**config.mk**
```make
export PLATFORM = sky130hd
export DESIGN_NAME = nibble_serial_adder
export DESIGN_NICKNAME = d
export VERILOG_FILES = /design/src/rtl/adder_pkg.sv /design/src/rtl/rca.sv /design/src/rtl/nibble_serial_adder.sv
export SDC_FILE = /design/constraint.sdc
export NUM_CORES = 1
export LEC_CHECK = 0
export CORE_UTILIZATION = 55
export CTS_CLUSTER_DIAMETER = 120
export DETAILED_ROUTE_END_ITERATION = 12
export GPL_ROUTABILITY_DRIVEN = 1
export PLACE_DENSITY = 0.82
export SLEW_MARGIN = 20
export SYNTH_ARGS = -nofsm -noshare
export SYNTH_HDL_FRONTEND = slang
export SYNTH_SLANG_ARGS = --single-unit
```
**constraint.sdc**
```tcl
create_clock -name clk -period 6.1 [get_ports clk]
set_input_delay 1.22 -clock clk [delete_from_list [all_inputs] [get_ports clk]]
set_output_delay 1.22 -clock clk [all_outputs]
set_load 0.02 [all_outputs]
```
**src/rtl/adder_pkg.sv**
```systemverilog
// adder_pkg: shared state type and nibble width for the nibble-serial adder
package adder_pkg;
    typedef enum logic [1:0] {IDLE, BUSY, DONE} nsa_state_t;
    localparam int NIBBLE_W = 4;
endpackage

```
**src/rtl/rca.sv**
```systemverilog
// rca: 4-bit ripple-carry adder
module rca (
    input  logic [3:0] a_i,
    input  logic [3:0] b_i,
    input  logic       ci_i,
    output logic [3:0] s_o,
    output logic       c4_o
);
    logic [4:0] c;
    always_comb begin
        c    = '0;
        s_o  = '0;
        c[0] = ci_i;
        for (int i = 0; i < 4; i++) begin
            s_o[i]   = a_i[i] ^ b_i[i] ^ c[i];
            c[i + 1] = (a_i[i] & b_i[i]) | (c[i] & (a_i[i] ^ b_i[i]));
        end
        c4_o = c[4];
    end
endmodule

```
**src/rtl/nibble_serial_adder.sv**
```systemverilog
// nibble_serial_adder: WIDTH-bit add/sub using one 4-bit rca, one nibble per clock, LSB first
module nibble_serial_adder
    import adder_pkg::*;
#(
    parameter int WIDTH = 32
) (
    input  logic             clk,
    input  logic             rst_n,
    input  logic             in_valid,
    output logic             in_ready,
    input  logic [WIDTH-1:0] a,
    input  logic [WIDTH-1:0] b,
    input  logic             sub,
    output logic             out_valid,
    input  logic             out_ready,
    output logic [WIDTH-1:0] sum,
    output logic             cout,
    output logic             overflow
);
    localparam int NIB = WIDTH / NIBBLE_W;
    localparam int IW  = (NIB > 1) ? $clog2(NIB) : 1;

    nsa_state_t        state_q, state_d;
    logic [WIDTH-1:0]  op_a_q, op_a_d, op_b_q, op_b_d, sum_q, sum_d;
    logic [IW-1:0]     idx_q, idx_d;
    logic              carry_q, carry_d, cout_q, cout_d, ovf_q, ovf_d;
    logic [NIBBLE_W-1:0] nib_s;
    logic              nib_c, last;

    rca u_rca (
        .a_i  (op_a_q[NIBBLE_W*idx_q +: NIBBLE_W]),
        .b_i  (op_b_q[NIBBLE_W*idx_q +: NIBBLE_W]),
        .ci_i (carry_q),
        .s_o  (nib_s),
        .c4_o (nib_c)
    );

    assign last      = idx_q == IW'(NIB - 1);
    assign in_ready  = state_q == IDLE;
    assign out_valid = state_q == DONE;
    assign sum       = sum_q;
    assign cout      = cout_q;
    assign overflow  = ovf_q;

    always_comb begin
        state_d = state_q;
        op_a_d  = op_a_q;
        op_b_d  = op_b_q;
        sum_d   = sum_q;
        idx_d   = idx_q;
        carry_d = carry_q;
        cout_d  = cout_q;
        ovf_d   = ovf_q;
        if (state_q == IDLE && in_valid) begin
            op_a_d  = a;
            op_b_d  = sub ? ~b : b;
            carry_d = sub;
            idx_d   = '0;
            state_d = BUSY;
        end
        if (state_q == BUSY) begin
            sum_d[NIBBLE_W*idx_q +: NIBBLE_W] = nib_s;
            carry_d = nib_c;
            idx_d   = idx_q + 1'b1;
            // nib_s[MSB] of the last nibble is the result sign bit
            if (last) begin
                state_d = DONE;
                cout_d  = nib_c;
                ovf_d   = (op_a_q[WIDTH-1] == op_b_q[WIDTH-1]) && (nib_s[NIBBLE_W-1] != op_a_q[WIDTH-1]);
            end
        end
        if (state_q == DONE && out_ready) state_d = IDLE;
    end

    always_ff @(posedge clk or negedge rst_n) begin
        if (!rst_n) begin
            state_q <= IDLE;
            op_a_q  <= '0;
            op_b_q  <= '0;
            sum_q   <= '0;
            idx_q   <= '0;
            carry_q <= 1'b0;
            cout_q  <= 1'b0;
            ovf_q   <= 1'b0;
        end else begin
            state_q <= state_d;
            op_a_q  <= op_a_d;
            op_b_q  <= op_b_d;
            sum_q   <= sum_d;
            idx_q   <= idx_d;
            carry_q <= carry_d;
            cout_q  <= cout_d;
            ovf_q   <= ovf_d;
        end
    end
endmodule
```
# Yosys cells after proc, flatten, opt, wreduce, memory -nomap -nowiden
# Index checks and enable logic that the tools add are counted.
[word_totals]
out_inout_bits = 36
register_bits = 104
wordCells = 56
inputBits = 69
[classes]
n_bitwise = 21
eq_ne = 5
reduce_logical = 6
n_mux = 10
add_sub_neg = 2
shifts = 4
[ops]
columns = ["operator", "count"]
rows = [
  ["$shiftx 32x6->4", 2],
  ["$neg 5->34", 1],
  ["$shift 4x34->32 const A", 1],
  ["$shiftx 4x34->32", 1],
  ["$bwmux 32", 1],
  ["$mux 32", 1],
  ["$not 32->32", 1],
  ["$and 1x1->1", 8],
  ["$mux 2", 4],
  ["$xor 1x1->1", 8],
  ["$mux 3", 2],
  ["$or 1x1->1", 4],
  ["$add 3x1->3 const B", 1],
  ["$eq 3x3->1 const B", 1],
  ["$logic_and 1x1->1", 3],
  ["$eq 2x1->1 const B", 1],
  ["$eq 2x2->1 const B", 1],
  ["$logic_not 2->1", 1],
  ["$mux 1", 2],
  ["$reduce_and 2->1", 1],
  ["$reduce_bool 2->1", 1],
  ["$eq 1x1->1", 1],
  ["$ne 1x1->1", 1],
]

# Depth between registers and ports, before layout
[logic_depth]
word_depth = 11
depth_mapped = 14
mapped_depth_nobuf = 12

# Hierarchy
# Synthesis repeated with hierarchy kept, for this count alone.
[unflattened]
cells_unflattened = 469
area_unflattened_um2 = 5007.3
[by_module_without_submodules]
columns = ["mod", "seq_area_each_um2", "instances", "cells_per_inst", "area_each_um2"]
rows = [
  ["nibble_serial_adder", 2602.5, 1, 455, 4889.7],
  ["rca", 0.0, 1, 14, 117.6],
]

# Worst setup path before layout
# No wires, ideal clock.
[synth_timing]
path_kind = "reg2reg"
startpoint = "register idx_q[0]"
endpoint = "register sum_q[11] (netlist: sum[11])"
t_required_ps = 5975
slack_ps = 2899
arrival_time_ps = 3076
n_path_buf = 2
path_stages_with_launch = 14
setup_ps = 125
path_cell_list = "dfrtp_1 > buf_6 > buf_6 > mux4_2 > mux2i_1 > fa_1 > inv_1 > fa_1 > inv_1 > fa_1 > inv_1 > fa_1 > nor3b_1 > mux2_2"
[synth_via]
elab_chain_len = 11
elab_cells_between_ends = 23
classes_between = "1 x add/sub; 4 x shift; 1 x mux; 17 x bitwise"
[synth_rtl]
columns = ["item", "line", "rtl"]
rows = [
  ["start, declared", "nibble_serial_adder.sv:25", "logic [IW-1:0] idx_q, idx_d;"],
  ["start signal, assigned", "nibble_serial_adder.sv:90", "idx_q <= idx_d;"],
  ["$shiftx 32x6->4 (on tied branches)", "nibble_serial_adder.sv:31, nibble_serial_adder.sv:32", ""],
  ["$xor 1x1->1", "rca.sv:15, rca.sv:16", ""],
  ["$and 1x1->1", "rca.sv:16", "c[i + 1] = (a_i[i] & b_i[i]) | (c[i] & (a_i[i] ^ b_i[i]));"],
  ["$or 1x1->1", "rca.sv:16", ""],
  ["$and 1x1->1", "rca.sv:16", ""],
  ["$or 1x1->1", "rca.sv:16", ""],
  ["$and 1x1->1", "rca.sv:16", ""],
  ["$or 1x1->1", "rca.sv:16", ""],
  ["$xor 1x1->1", "rca.sv:15", "s_o[i] = a_i[i] ^ b_i[i] ^ c[i];"],
  ["$shiftx 4x34->32", "nibble_serial_adder.sv:62", "sum_d[NIBBLE_W*idx_q +: NIBBLE_W] = nib_s;"],
  ["$bwmux 32 *", "nibble_serial_adder.sv:62", ""],
  ["end signal, assigned", "nibble_serial_adder.sv:89", "sum_q <= sum_d;"],
  ["end, declared", "nibble_serial_adder.sv:24", "logic [WIDTH-1:0] op_a_q, op_a_d, op_b_q, op_b_d, sum_q, sum_d;"],
]
# Every way passes the cells marked *; elsewhere a longest branch is shown, timed or not.
# A chain may end at the register's enable or synchronous reset.

# Final worst setup path
[layout_timing]
startpoint = "register idx_q[0]"
endpoint = "register sum_q[19] (netlist: sum[19])"
# Same word-level chain as after synthesis.

==> summary.md <==
| Metric | Value |
|---|---|
| FILL cells | a little over 600 |
| Via Count | 3225 |
| Seq/Total Area, Yosys | between 50 and 60% |
| Async set or reset register ratio after synthesis | 100% |
| Initial antenna violation count | 0 |
| Die area | roughly 9500 um2 |
| Most frequent cell after synthesis | dfrtp_1 |
| TritonCTS clock tree | built |
| Post-synth EDFFs | 0 |
| Hold-fix buffer count after cts | 0 |
| Synthesized-area fraction occupied by adder cells | about 2.6% |
| Die span in y | just under 100 um |
| WP data required | 6.41 ns |
| Worst hold path type | reg -> reg |
| Clock slew at reported path FFs | ~0.10 ns |
| XOR/XNOR share of the synthesized area | 5.58% |
| Peak VDD IR | around 0.22 mV |
| Wirelength, routed | 9700 um |
| Main combinational cell family by area after synthesis | multiplexers |
| Synth Flop Type | dfrtp_1 |
| Status | complete, no violations |
| Startpoint types | register |
| Worst Path Max Fanout | 15 |
| Core area | between 8000 and 9000 um2 |
| Worst-Skew Late Latency | around 0.36 ns |
| Post-place setup slack | 2.15 ns |
| Clock sink count | about 100 |
| Area share of the largest cell type after synthesis | approximately 52% |
| Crit path DAT | between 4 and 5 ns |
| First DRT Iteration DRCs | about 130 |
| Worst path most repeated cell | fa_1 |
| Slowest stage delay, CP | ~0.75 ns |
| Largest area contributor in the netlist | dfrtp_1 |
| Max Fclk | approximately 260 MHz |
| CP max stage cell | dfrtp_1 |
| Vias in the first global route | ~3300 |
| CP delay by family, top | adder cells |
| CTS buffer count | 9 |
| Slew headroom | 35.4% |
| DP Wirelength | 7030 um |
| Avg Cell Area, Syn | around 13 um2 |
| Netlist Area Pre-Place | 5020 um2 |
| Post-CTS sizing | 0 |
| Max H-tree Level | 3 |
| Critical path type | reg -> reg |
| Slew Viols, Final | 0 |
| Net Sw Power | 0.00128 W |
| Setup bufs post-CTS | 0 |
| Unrepaired setup endpoints after global routing | no |
| Setup violations, final | 0 |
| Die X | 97.6 um |
| Flop pwr share | between 30 and 40% |
| Tcrit/Tclk final | 63.9% |
| WL/cell | about 16 um |
| PwrDens | ~530 nW/um2 |
| Share of cells above drive strength 1 | 19.9% |
| Grt ovf | 0 |
| Switching share of total power | 38.5% |
| Top cells by count, synth | dfrtp_1 (104), mux2_2 (48), nor2_1 (37) |
| Final Skew | between 0.01 and 0.015 ns |
| Count of cell types in the netlist | 40 |
| First-pass detailed-route iteration total | 4 |
| Comb pwr share | between 40% and 50% |
| Area Growth Syn to Fin | 24.5% |
| Yosys Warn Count | 0 |
| Cells after Synth | 390 |
| Clock share of power | 13.3% |
| Static leakage | between 2 and 3 nW |
| Crit path cell chain | buf_4, mux4_2, mux2i_1, fa_1, inv_1, fa_1, inv_1, fa_1, inv_1, fa_1, nor3b_1, mux2_2 |
| Max-cap viol count | 0 |
| Bufs and invs on worst path | 4 |
| Clock root cell | clkbuf_8 |
| Synth Area in Compound Gates | approximately 4.6% |
| PortBufs | 104 |
| Final ANT Viol Nets | 0 |
| Multi-input gate area | ~2200 um2 |
| Final min period | 3.90 ns |
| Final nets | between 500 and 600 |
| N_diodes | 0 |
| Setup WS post-layout | roughly 2.2 ns |
| Number of synthesized register bits | between 100 and 150 |
| Largest net degree at the start of global routing | just under 100 |
| Initial core utilization | 57.3% |
| Multiplexer share of the synthesized area | 22.9% |
| Global placement routability congestion | roughly 0.74 |
| Setup TNS | 0 ns |
| Placed cells | a little under 600 |
| Slew @ Worst Pin | 0.969 ns |
| Reg area | between 2000 and 3000 um2 |
| Pint | 0.00204 W |
| Vias per cell | between 5 and 6 |
| Row count | 34 |
| GRT Overall Usage | approximately 22% |
| Top post-synthesis cells by area | dfrtp_1 (52%), mux2_2 (11%), mux4_2 (7.2%) |
| Crit end category | register |
| First-pass GRT wire length | ~16000 um |
| # IOs | 105 |
| Final Non-Filler Cells | about 600 |
| Total Power | ~0.0033 W |
| Final Hold Fails | 0 |
| Post-Synth Simple-Gate Area | under 10% |
| Synthesized Nets | approximately 470 |
| Clock Path Buffers | 2 |
| Post-route DRC | 0 |
-- power groups by stage --
stage | combinational, W | clock, W | sequential [W]
after CTS | 0.00167 | 0.000447 | 0.00124
after global placement | 0.00160 | 0 | 0.00124
final | 0.00164 | 0.000441 | 0.00124
after global routing | 0.00179 | 0.000475 | 0.00128
after detailed placement | 0.00165 | 0 | 0.00125
after floorplan | 0.00111 | 0 | 0.00124
-- final cells by class --
cell class / instances / share of cell area, %
inverter: 16 / 0.960
timing repair buffer: 107 / 16.9
multi-input combinational: 245 / 35.1
clock buffer: 11 / 2.26
sequential: 104 / 41.6
clock inverter: 5 / 1.02
tap: 108 / 2.16
-- registers in the layout (all words and copies together) (netlist names) --
| name | count |
|---|---|
| state_q | 2 |
| carry_q | 1 |
| op_b_q | 32 |
| cout | 1 |
| overflow | 1 |
| idx_q | 3 |
| sum | 32 |
| op_a_q | 32 |
-- cells by family after synthesis --
family / after synthesis
xor+xnor: 32
flops: 104
buf+inv: 41
mux: 86
compound gates: 42
simple gates: 77
fa+ha+maj: 8
-- per-stage QoR --
step	instance area, um2	util (%)	hold WS, ns
after floorplan	5020	-	0.475
after global placement	6050	69.0	0.471
after detailed placement	6050	69.0	0.478
after CTS	6250	71.4	0.499
after global routing	6250	71.4	0.513
final	6250	71.4	0.495
-- layer usage --
layer / part of all wire [%] / GRT usage (%)
met4: 1.8 / 8.48
met3: 3.6 / 2.66
met2: 50 / 35.2
met1: 44 / 30.8
met5: 0 / 0
-- cells in the final DEF, fill, tap and decap left out, types with 3 or more instances in the layout --
cell	Yosys	final
dfrtp_1	104	104
clkdlybuf4s50_1	0	102
mux2_2	48	48
nor2_1	37	37
xnor2_1	32	32
a21oi_1	32	32
nand2_1	19	19
mux4_2	16	16
inv_1	15	15
mux2i_1	12	12
clkbuf_8	0	10
mux2_1	6	6
nor2b_1	4	4
mux2_4	4	4
fa_1	4	4
ha_1	4	4
buf_4	3	4
o21ai_0	3	3
-- worst paths after layout --
path / start / to / slack [ns] / depth (start not counted)
worst max-delay path: idx_q[0]$_DFFE_PN0P_ / sum[19]$_DFFE_PN0P_ / 2.20 / 12
worst min-delay path: sum[21]$_DFFE_PN0P_ / sum[21]$_DFFE_PN0P_ / 0.49 / 1
worst max register to register: idx_q[0]$_DFFE_PN0P_ / sum[19]$_DFFE_PN0P_ / 2.20 / 12
worst min register to register: sum[21]$_DFFE_PN0P_ / sum[21]$_DFFE_PN0P_ / 0.49 / 1
max in group asynchronous: rst_n / op_b_q[5]$_DFFE_PN0P_ / 4.10 / 2
min in group asynchronous: rst_n / op_a_q[1]$_DFFE_PN0P_ / 0.77 / 1
Power figures use the tool's default switching activity.
